### config.mk
export PLATFORM = sky130hd
export DESIGN_NAME = diff_comb
export DESIGN_NICKNAME = d
export VERILOG_FILES = /design/src/rtl/diff_pkg.sv /design/src/rtl/diff_delay_line.sv /design/src/rtl/diff_comb.sv
export SDC_FILE = /design/constraint.sdc
export NUM_CORES = 1
export LEC_CHECK = 0
export ABC_CLOCK_PERIOD_IN_PS = 3800
export CAP_MARGIN = 20
export CORE_ASPECT_RATIO = 0.8
export CORE_MARGIN = 3
export CORE_UTILIZATION = 60
export CTS_CLUSTER_SIZE = 30
export DETAILED_ROUTE_END_ITERATION = 7
export PLACE_DENSITY = 0.89
export SYNTH_ARGS = -nofsm -noshare
export SYNTH_HDL_FRONTEND = slang
export SYNTH_SLANG_ARGS = --single-unit
export TNS_END_PERCENT = 50
### constraint.sdc
create_clock -name clk -period 3.8 [get_ports clk]
set_input_delay 0.38 -clock clk [delete_from_list [all_inputs] [get_ports clk]]
set_output_delay 0.38 -clock clk [all_outputs]
set_load 0.01 [all_outputs]
### src/rtl/diff_pkg.sv
// Shared constants, sample type and signed-overflow helper for the diff_comb differencer.
package diff_pkg;

   localparam int DATA_W_DEFAULT = 32;
   localparam int DELAY_MAX      = 8;

   typedef logic signed [DATA_W_DEFAULT-1:0] sample_t;

   // a - b overflowed when operand signs differ and the result sign left the minuend's
   function automatic logic sub_ovf(input logic a_s, input logic b_s, input logic r_s);
      return (a_s != b_s) && (r_s != a_s);
   endfunction

endpackage

### src/rtl/diff_delay_line.sv
// DEPTH-deep shift register of DATA_W words with shift enable and synchronous clear.
module diff_delay_line #(
   parameter int W     = 32,
   parameter int DEPTH = 3
) (
   input  logic         clk,
   input  logic         areset_n,
   input  logic         clr_i,
   input  logic         en_i,
   input  logic [W-1:0] d_i,
   output logic [W-1:0] q_o
);

   logic [DEPTH-1:0][W-1:0] tap_q;

   always_ff @(posedge clk or negedge areset_n) begin
      if (!areset_n) begin
         tap_q <= '0;
      end else if (clr_i) begin
         tap_q <= '0;
      end else if (en_i) begin
         tap_q[0] <= d_i;
         for (int i = 1; i < DEPTH; i++) tap_q[i] <= tap_q[i-1];
      end
   end

   assign q_o = tap_q[DEPTH-1];

endmodule

### src/rtl/diff_comb.sv
// Two-stage streaming differencer: first difference, then comb against d1 delayed by DELAY.
// Optional sticky signed-overflow flag when DIFF_OVF_EN is defined.
module diff_comb
   import diff_pkg::*;
#(
   parameter int DATA_W = DATA_W_DEFAULT,
   parameter int DELAY  = 3
) (
   input  logic              clk,
   input  logic              areset_n,
   input  logic              clr,
   input  logic [DATA_W-1:0] in_data,
   input  logic              in_valid,
   output logic              in_ready,
   output logic [DATA_W-1:0] out_data,
   output logic              out_valid,
   input  logic              out_ready
`ifdef DIFF_OVF_EN
   ,
   output logic              ovf_sticky
`endif
);

   // out-of-range DELAY values are clamped into 1..DELAY_MAX
   localparam int DEPTH = (DELAY > DELAY_MAX) ? DELAY_MAX : ((DELAY < 1) ? 1 : DELAY);

   logic [DATA_W-1:0] x_prev_q, d1_q, d1_d, hist_q, y_d, out_data_q;
   logic              s1_valid_q, out_valid_q;
   logic              advance, accept, shift;

   assign advance = !(out_valid_q && !out_ready);
   assign accept  = in_valid && advance && !clr;
   assign shift   = advance && s1_valid_q;
   assign d1_d    = in_data - x_prev_q;
   assign y_d     = d1_q - hist_q;

   always_ff @(posedge clk or negedge areset_n) begin
      if (!areset_n) begin
         x_prev_q    <= '0;
         d1_q        <= '0;
         s1_valid_q  <= 1'b0;
         out_data_q  <= '0;
         out_valid_q <= 1'b0;
      end else if (clr) begin
         x_prev_q    <= '0;
         d1_q        <= '0;
         s1_valid_q  <= 1'b0;
         out_data_q  <= '0;
         out_valid_q <= 1'b0;
      end else if (advance) begin
         s1_valid_q  <= accept;
         out_valid_q <= s1_valid_q;
         if (accept) begin
            x_prev_q <= in_data;
            d1_q     <= d1_d;
         end
         if (s1_valid_q) out_data_q <= y_d;
      end
   end

   diff_delay_line #(.W(DATA_W), .DEPTH(DEPTH)) u_hist (
      .clk      (clk),
      .areset_n (areset_n),
      .clr_i    (clr),
      .en_i     (shift),
      .d_i      (d1_q),
      .q_o      (hist_q)
   );

   assign in_ready  = advance;
   assign out_data  = out_data_q;
   assign out_valid = out_valid_q;

`ifdef DIFF_OVF_EN
   logic ovf_q, ovf1, ovf2;

   assign ovf1 = accept && sub_ovf(in_data[DATA_W-1], x_prev_q[DATA_W-1], d1_d[DATA_W-1]);
   assign ovf2 = shift && !clr && sub_ovf(d1_q[DATA_W-1], hist_q[DATA_W-1], y_d[DATA_W-1]);

   always_ff @(posedge clk or negedge areset_n) begin
      if (!areset_n)  ovf_q <= 1'b0;
      else if (clr)   ovf_q <= 1'b0;
      else            ovf_q <= ovf_q | ovf1 | ovf2;
   end

   assign ovf_sticky = ovf_q;
`endif

endmodule
==> Word-level counts from Yosys, hierarchy flattened <==
Index checks and enable logic that the tools add are counted.
{ "op_classes": {"n_addsub": 2, "mul": 0, "n_div": 0, "magnitude_cmp": 0, "n_eq_ne": 1, "shift": 0, "muxes": 15, "bitwise": 0, "reduce_logical": 12} }
{ "op_table": {"columns": ["op", "count"], "rows": [
  ["$mux W32", 9],
  ["$mux W96", 2],
  ["$sub A32 B32 Y32", 2],
  ["$reduce_bool A2 Y1", 3],
  ["$logic_and A1 B1 Y1", 4],
  ["$mux W1", 4],
  ["$reduce_and A2 Y1", 2],
  ["$logic_not A1 Y1", 3],
  ["$ne A2 B2 Y1 const B", 1]
]} }
{ "word_totals": {"register_bits": 194, "latchBits": 0, "ramBits": 0, "rom_bits": 0, "in_bits": 37, "output_inout_bits": 34, "memories": 0} }

==> Logic depth before layout (Yosys ltp) <==
Gate-level depths: netlist of run 1.
{ "logic_depth": {"depth_word": 8, "depth_mapped": 12} }

==> Hierarchy <==
Synthesis of run 1 repeated with hierarchy kept, for this count alone.
{ "hier_totals": {"cells_unflattened": 1257, "area_unflattened_um2": 11657.4} }
{ "by_module_without_submodules": {"columns": ["module", "instances", "cells_each", "area_per_inst_um2", "seq_area_each_um2"], "rows": [
  ["diff_comb", 1, 915, 7507.2, 2452.4],
  ["diff_delay_line", 1, 342, 4150.2, 2402.3]
]} }

==> Least setup slack after synthesis of run 1 <==
No wires, ideal clock.
{ "synth_timing": {"path_type": "input port to flip-flop", "start": "input in_data[0]", "end": "register d1_q[28]", "setup_ps": 129, "arrival_ps": 2422, "slack_ps": 1248, "path_stages": 12, "path_buffers": 0, "path_cell_list": "inv_1 > ha_1 > fa_1 > nand2b_1 > a2111oi_2 > or2_1 > o21a_4 > a41o_1 > a21o_1 > a21oi_1 > xor2_1 > o21ai_1"} }
{ "synth_via": {"elab_chain_cells": 4} }
{ "synth_rtl": {"columns": ["element", "line_no", "rtl"], "rows": [
  ["from (decl)", "diff_comb.sv:12", "input logic [DATA_W-1:0] in_data,"],
  ["$sub A32 B32 Y32", "diff_comb.sv:34", "assign d1_d = in_data - x_prev_q;"],
  ["$mux W32", "diff_comb.sv:53", "if (accept) begin"],
  ["$mux W32", "diff_comb.sv:50", "end else if (advance) begin"],
  ["$mux W32", "diff_comb.sv:44", "end else if (clr) begin"],
  ["to (signal assigned)", "diff_comb.sv:40", "d1_q <= '0;"],
  ["to (signal assigned)", "diff_comb.sv:46", "d1_q <= '0;"],
  ["to (signal assigned)", "diff_comb.sv:55", "d1_q <= d1_d;"],
  ["to (decl)", "diff_comb.sv:27", "logic [DATA_W-1:0] x_prev_q, d1_q, d1_d, hist_q, y_d, out_data_q;"]
]} }
No other way between the ends. The select of a mux whose other input is x is not followed.
A chain may end at the register's enable or synchronous reset.

==> Worst setup path in the final report of run 1 <==
{ "layout_timing": {"start": "register d1_q[2]", "end": "register out_data_q[31] (netlist: out_data[31])"} }
{ "layout_via": {"elab_chain_cells": 4} }
{ "layout_rtl": {"columns": ["element", "line_no", "rtl"], "rows": [
  ["$sub A32 B32 Y32", "diff_comb.sv:35", "assign y_d = d1_q - hist_q;"],
  ["$mux W32", "diff_comb.sv:57", "if (s1_valid_q) out_data_q <= y_d;"],
  ["$mux W32", "diff_comb.sv:50", null],
  ["$mux W32", "diff_comb.sv:44", null],
  ["to (signal assigned)", "diff_comb.sv:57", null],
  ["to (decl)", "diff_comb.sv:27", null]
]} }
No other way between the ends. The select of a mux whose other input is x is not followed.

==> reports/qor.txt, run 1 <==
critical path arrival: 3.49 ns
fmax: 317 MHz
GP Congestion: 0.896
Worst setup SP type: flop
HPWL Detailed: 15,600 µm
max_slew headroom: 39.5%
Worst Tran Pin Value: 0.907 ns
CTS Buffer Depth: 2
Worst Setup Path Type: reg2reg
clk_lat worst skew: 0.43 ns
CTS resizes: 0
Ant. Diodes: 0
Post-Synthesis Net Count: 1,134
Final ANT Viol Nets: 0
Data required, critical path: 4.13 ns
area of the multi-input gates: 0.00503 mm²
largest net degree at the start of global routing: 114
post-route setup TNS: 0 ns
Pre-antenna DRT Iters: 5
Initial Util: 62.2%
CP max FO: 4
vias in the first global route: 7,545
Yosys reg bits: 194
IO buf count: 70
Remaining Overflow, GRT: 0
CTS Root Cell: clkbuf_16
Max-Cap Viols: 0
Reg area: 0.00485 mm²
fin nets: 1,177
CTS Buf Count: 17
total track usage: 24.7%
Layout Skew: 0.0110 ns
Worst VDD drop: 352 µV
post-route worst setup slack: 0.642 ns
mean post-synth cell area: 10.1 µm²
worst slack, placed: 0.515 ns
RSZ-0062 raised after global routing: no
final wirelength: 22,700 µm
Core ar.: 0.0168 mm²
Synth Cell Area: 0.0104 mm²
Die Y: 124 µm
Synth Instances: 1,031
Finish-stage setup viols: 0
period utilization: 83.1%
FF-to-FF path depth: 10
clock sink total: 194
DR vias: 7,972
first-pass GRT wire length: 38,000 µm
routed len/inst: 17.4 µm
Die X-Extent: 153 µm
Post-CTS Setup Bufs: 0
P_leak: 5.45 nW
full die area: 0.0190 mm²
Seq/Total Area, Yosys: 46.6%
Fillers: 1,203
CTS tree: yes
PD cells: 469 mW/mm²
I/O pins: 71
fin area: 0.0119 mm²
Placed Area: 0.0113 mm²
min Tclk post-route: 3.16 ns
ys flop type: dfrtp_1
CTS H-Tree Depth: 4
Synth cell types: 71
Iter 0 DRT Violations: 542
endpoints failing hold: 0
CTS Hold Buffers Added: 0
Synth-to-Final Area Change: 14.1%
hold crit path type: in2async
layout cell share with drive strength beyond 1: 5.61%
clock-pin slew on the worst setup and hold paths: 0.07 ns
vias per cell: 6.10
DRC viols: 0
final slew viol count: 0
Placement Rows: 42
Post-synth EDFFs: 0
initial antenna violation count: 0
Ys Warns: 0
Worst setup EP type: flop
FFs w/ async S/R, synth: 100%
status: completed
final cells by class:
cell class	count	share of cell area, %
clock buffers	20	3.76
inverters	81	2.56
flip-flops and latches	194	40.8
repair buffers	79	6.81
clock inverters	12	1.43
well taps	220	2.31
multi-input cells	701	42.3
cell usage in the layout, fill, tap and decap left out, types with 3 or more instances in the layout:
| master | count |
|---|---|
| a211oi_1 | 6 |
| bufinv_16 | 3 |
| o221ai_1 | 3 |
| nor2_1 | 44 |
| o211ai_1 | 3 |
| dfrtp_1 | 194 |
| nand3_1 | 14 |
| o31ai_1 | 8 |
| nand2_1 | 96 |
| inv_6 | 4 |
| a31oi_1 | 6 |
| clkdlybuf4s50_1 | 69 |
| buf_12 | 3 |
| xnor2_1 | 28 |
| a22o_1 | 129 |
| xor2_1 | 22 |
| nand2b_1 | 15 |
| and3_1 | 4 |
| nor2b_1 | 8 |
| a21o_1 | 27 |
| o21ai_1 | 17 |
| clkbuf_16 | 17 |
| inv_1 | 81 |
| o21bai_1 | 8 |
| o21ai_0 | 64 |
| nor3_1 | 8 |
| clkinvlp_4 | 3 |
| ha_1 | 64 |
| buf_4 | 6 |
| nand4_1 | 9 |
| a21oi_1 | 57 |
| o21a_1 | 8 |
final timing paths:
check | startpoint | end | slack, ns
max | d1_q[2]$_DFFE_PN0P_ | out_data[31]$_DFFE_PN0P_ | 0.64
min in group clk | out_data[11]$_DFFE_PN0P_ | out_data[11]$_DFFE_PN0P_ | 0.48
min reg2reg | out_data[11]$_DFFE_PN0P_ | out_data[11]$_DFFE_PN0P_ | 0.48
min | areset_n | out_data[5]$_DFFE_PN0P_ | 0.07
max reg2reg | d1_q[2]$_DFFE_PN0P_ | out_data[31]$_DFFE_PN0P_ | 0.64
max in group asynchronous | areset_n | d1_q[29]$_DFFE_PN0P_ | 2.83
routing by layer:
metal	wire length (µm)	vias up	GRT usage [%]
li1	-	3802	-
met1	11300	3910	37.8
met2	9800	242	36.1
met3	1460	18	6.08
met4	167	0	5.41
met5	0	-	0
synth_stat cells (3+ instances only):
master / n / share of area [%]
xor2_1: 22 / 1.8
o211ai_1: 3 / 0.22
inv_1: 81 / 2.9
o31ai_1: 8 / 0.58
o221ai_1: 3 / 0.25
buf_6: 4 / 0.43
dfrtp_1: 194 / 47
buf_4: 3 / 0.22
a21oi_1: 59 / 2.8
xnor2_1: 28 / 2.4
a211oi_1: 6 / 0.43
clkbuf_1: 43 / 1.5
nand4_1: 9 / 0.54
ha_1: 64 / 7.7
buf_1: 3 / 0.11
nand2b_1: 15 / 0.90
o21bai_1: 8 / 0.58
nor2_1: 44 / 1.6
a22o_1: 129 / 11
nand3_1: 14 / 0.67
a31oi_1: 6 / 0.36
o21a_1: 8 / 0.58
a21o_1: 27 / 1.9
and3_1: 4 / 0.24
nor2b_1: 8 / 0.48
o21ai_1: 17 / 0.82
o21ai_0: 64 / 3.1
nand2_1: 96 / 3.5
nor3_1: 8 / 0.38
cell families after synthesis:
family | after synthesis | share of synthesized area [%]
xor gates and xnor gates | 50 | 4.20
DFF | 194 | 46.6
muxes | 1 | 0.0960
adders and majority gates | 66 | 8.07
and+or+nand+nor | 211 | 9.21
AOI/OAI and AO/OA | 373 | 26.5
buffers and inverters | 136 | 5.39
through the flow:
step / util, % / hold WS, ns / instances / power (mW)
floorplan: - / 0.0844 / 1031 / 3.27
global placement: 67.3 / 0.461 / 1275 / 3.65
detailed placement: 67.3 / 0.471 / 1275 / 3.69
CTS: 70.9 / 0.105 / 1307 / 5.58
global route: 70.9 / 0.129 / 1307 / 5.85
finish: 70.9 / 0.0664 / 1307 / 5.57
state kept, by name, summed over array words and instances, names as in the netlist:
register and count:
d1_q 32, out_data 32, out_valid 1, s1_valid_q 1, u_hist.q_o 32, u_hist.tap_q 64
x_prev_q 32
critical path: stages, from the launching register on:
cell and delay (ns):
dfrtp_1 0.47, ha_1 0.38, o21ai_0 0.12, a31oi_1 0.33, a21oi_1 0.14, a21boi_1 0.37, a311o_1 0.36, a211oi_2 0.12
o31ai_1 0.47, a41oi_1 0.22, o41ai_2 0.09
power by group:
group | internal (mW) | leakage [nW] | switching (mW)
clock network | 1.07 | 0.292 | 0.816
registers | 2.18 | 2.65 | 0.100
logic | 0.604 | 2.50 | 0.801
Power figures use the tool's default switching activity.
==> run 2, diff against run 1 <==
--- a/config.mk
+++ b/config.mk
@@ -5,14 +5,14 @@
 export SDC_FILE = /design/constraint.sdc
 export NUM_CORES = 1
 export LEC_CHECK = 0
-export ABC_CLOCK_PERIOD_IN_PS = 3800
+export ABC_CLOCK_PERIOD_IN_PS = 2800
 export CAP_MARGIN = 20
 export CORE_ASPECT_RATIO = 0.8
 export CORE_MARGIN = 3
-export CORE_UTILIZATION = 60
+export CORE_UTILIZATION = 54
 export CTS_CLUSTER_SIZE = 30
 export DETAILED_ROUTE_END_ITERATION = 7
-export PLACE_DENSITY = 0.89
+export PLACE_DENSITY = 0.85
 export SYNTH_ARGS = -nofsm -noshare
 export SYNTH_HDL_FRONTEND = slang
 export SYNTH_SLANG_ARGS = --single-unit
==> constraint.sdc (replaced) <==
create_clock -name clk -period 2.8 [get_ports clk]
set_input_delay 0.28 -clock clk [delete_from_list [all_inputs] [get_ports clk]]
set_output_delay 0.28 -clock clk [all_outputs]
set_load 0.01 [all_outputs]
==> run 2 against run 1 <==
  * First-iteration DRC count is 41% higher
  * Clock skew is essentially flat
  * Die area rose by 11%
  * Core utilization decreased by 2.8 points
  * Flip-flop and latch count stayed put
  * Combinational power up 59%
  * Non-clock buffer count is 73 higher
  * Routed wire length increased by 8.6%
  * Via count grew 4.2%
  * Critical endpoint is now out_data[28]$_DFFE_PN0P_
  * Largest cell class unchanged
==> reports/qor.txt, run 2 (synthesized netlist as in run 1, its figures left out) <==
status: completed
total track usage: 23.9%
initial antenna violation count: 0
CTS tree: yes
Cell Count, Final, Fillers Out: 1,413
layout cell share with drive strength beyond 1: 14.0%
period utilization: 97.9%
Data required, critical path: 3.12 ns
DR WL met2: 10,700 µm
Top reg by flops: u_hist.tap_q
Worst VDD drop: 403 µV
max incr delay on CP: 0.41 ns
Final ANT Viol Nets: 0
hold crit path type: in2async
Ant. Diodes: 0
Core ar.: 0.0186 mm²
Worst Setup Path Type: reg2reg
Pre-antenna DRT Iters: 5
Placement Rows: 44
endpoints failing hold: 0
min Tclk post-route: 2.74 ns
vias in the first global route: 7,944
Remaining Overflow, GRT: 0
DR vias: 8,306
Hold WS: 0.394 ns
worst-path cell chain: inv_2 > ha_1 > fa_1 > nand2b_4 > a21oi_2 > o311ai_1 > a31oi_1 > o22ai_1 > o31ai_2 > a211oi_2 > a41oi_1 > o41ai_1
largest net degree at the start of global routing: 68
fin nets: 1,250
CTS Buf Count: 17
post-route setup TNS: 0 ns
Die Y: 130 µm
commonest cells after routing, fill and taps aside: dfrtp_1 (194), a22o_1 (129), nand2_1 (96)
DRC viols: 0
HPWL Detailed: 17,400 µm
clock-pin slew on the worst setup and hold paths: 0.08 ns
vias per cell: 5.88
Final Core Density: 68.1%
fin area: 0.0126 mm²
max_slew headroom: 64.4%
I/O pins: 71
IO buf count: 70
Worst setup SP type: flop
Top Layer Used: met4
GP Congestion: 0.886
critical path buffer and inverter count: 1
critical path's slowest cell: fa_1
P_leak: 5.82 nW
CTS Buffer Depth: 2
CP max FO: 3
Finish-stage setup viols: 0
Synth-to-Final Area Change: 21.3%
met3 wire length: 1450 µm
CTS H-Tree Depth: 4
number of placed cells counting well taps: 1,373
routed len/inst: 17.5 µm
Worst Tran Pin Value: 0.532 ns
PD cells: 611 mW/mm²
Layout Skew: 0.0111 ns
fmax: 365 MHz
Placed Area: 0.0118 mm²
first-pass GRT wire length: 40,100 µm
critical path's top delay family: compound AO/OA/AOI/OAI gates
Die X-Extent: 161 µm
Post-Route M1 WL: 12,200 µm
Max-Cap Viols: 0
max reg flops: 64
clock sink total: 194
clk_lat worst skew: 0.45 ns
Initial Util: 56.2%
critical path arrival: 3.06 ns
CTS Root Cell: clkbuf_16
Fillers: 1,388
commonest non-fill, non-tap cell in the layout: dfrtp_1
full die area: 0.0210 mm²
Worst setup EP type: flop
final wirelength: 24,700 µm
final slew viol count: 0
Iter 0 DRT Violations: 764
## run 2: changes by cell type in the layout (fill, tap and decap cells not counted), sizes merged
cell,previous run,this run
clkbuf,21,20
inv,87,91
clkinv,0,3
bufinv,3,0
dlygate4sd3,0,1
buf,9,81
clkinvlp,3,0
## run 2: worst paths after layout
kind	end	start	slack, ns	cells past startpoint
worst max-delay path	out_data[28]$_DFFE_PN0P_	d1_q[0]$_DFFE_PN0P_	0.06	12
worst min-delay path	out_data[6]$_DFFE_PN0P_	areset_n	0.39	2
worst max register to register	out_data[28]$_DFFE_PN0P_	d1_q[0]$_DFFE_PN0P_	0.06	12
worst min register to register	out_data[16]$_DFFE_PN0P_	out_data[16]$_DFFE_PN0P_	0.48	2
max in group asynchronous	d1_q[17]$_DFFE_PN0P_	areset_n	1.53	3
min in group clk	out_data[16]$_DFFE_PN0P_	out_data[16]$_DFFE_PN0P_	0.48	2
## run 2: cell type report
cell class | instances | area [µm²] | share of cell area [%]
clock buffers | 19 | 443 | 3.50
well taps | 253 | 317 | 2.50
multi-input cells | 701 | 5220 | 41.3
inverters | 81 | 304 | 2.41
flip-flops and latches | 194 | 4850 | 38.4
clock inverters | 13 | 129 | 1.02
repair buffers | 152 | 1370 | 10.9
## run 2: routing by layer
layer	vias up	track usage, %
met1	4050	36.1
met5	-	0
met4	0	6.58
met3	33	3.94
li1	3940	-
met2	283	35.9
## run 2: stage by stage
step	setup WS [ns]	total power, mW
floorplan	0.293	4.44
global placement	-0.246	5.13
detailed placement	-0.308	5.21
CTS	0.0119	7.64
global route	-0.0245	8.10
finish	0.0593	7.73
## run 2: report_power, final
part / internal (mW) / leakage (nW) / switching, mW / total, mW
registers: 2.96 / 2.65 / 0.137 / 3.09
logic: 1.01 / 2.88 / 1.22 / 2.23
clock network: 1.21 / 0.285 / 1.19 / 2.40
total: 5.18 / 5.82 / 2.54 / 7.73
## run 2: timing repair
action                                  in CTS  in global routing
endpoints found under the setup margin       3                 12
hold endpoints to repair                    63                  0
resized for setup                           10                 20
hold buffers                                 1                  0
pin swaps                                    8                  5
buffers inserted                             3                  4
==> run 3, diff against run 2 <==
--- a/config.mk
+++ b/config.mk
@@ -5,7 +5,6 @@
 export SDC_FILE = /design/constraint.sdc
 export NUM_CORES = 1
 export LEC_CHECK = 0
-export ABC_CLOCK_PERIOD_IN_PS = 2800
 export CAP_MARGIN = 20
 export CORE_ASPECT_RATIO = 0.8
 export CORE_MARGIN = 3
==> results of run 3 <==
Same layout as run 2: the final DEF is identical, and so are final timing and power.
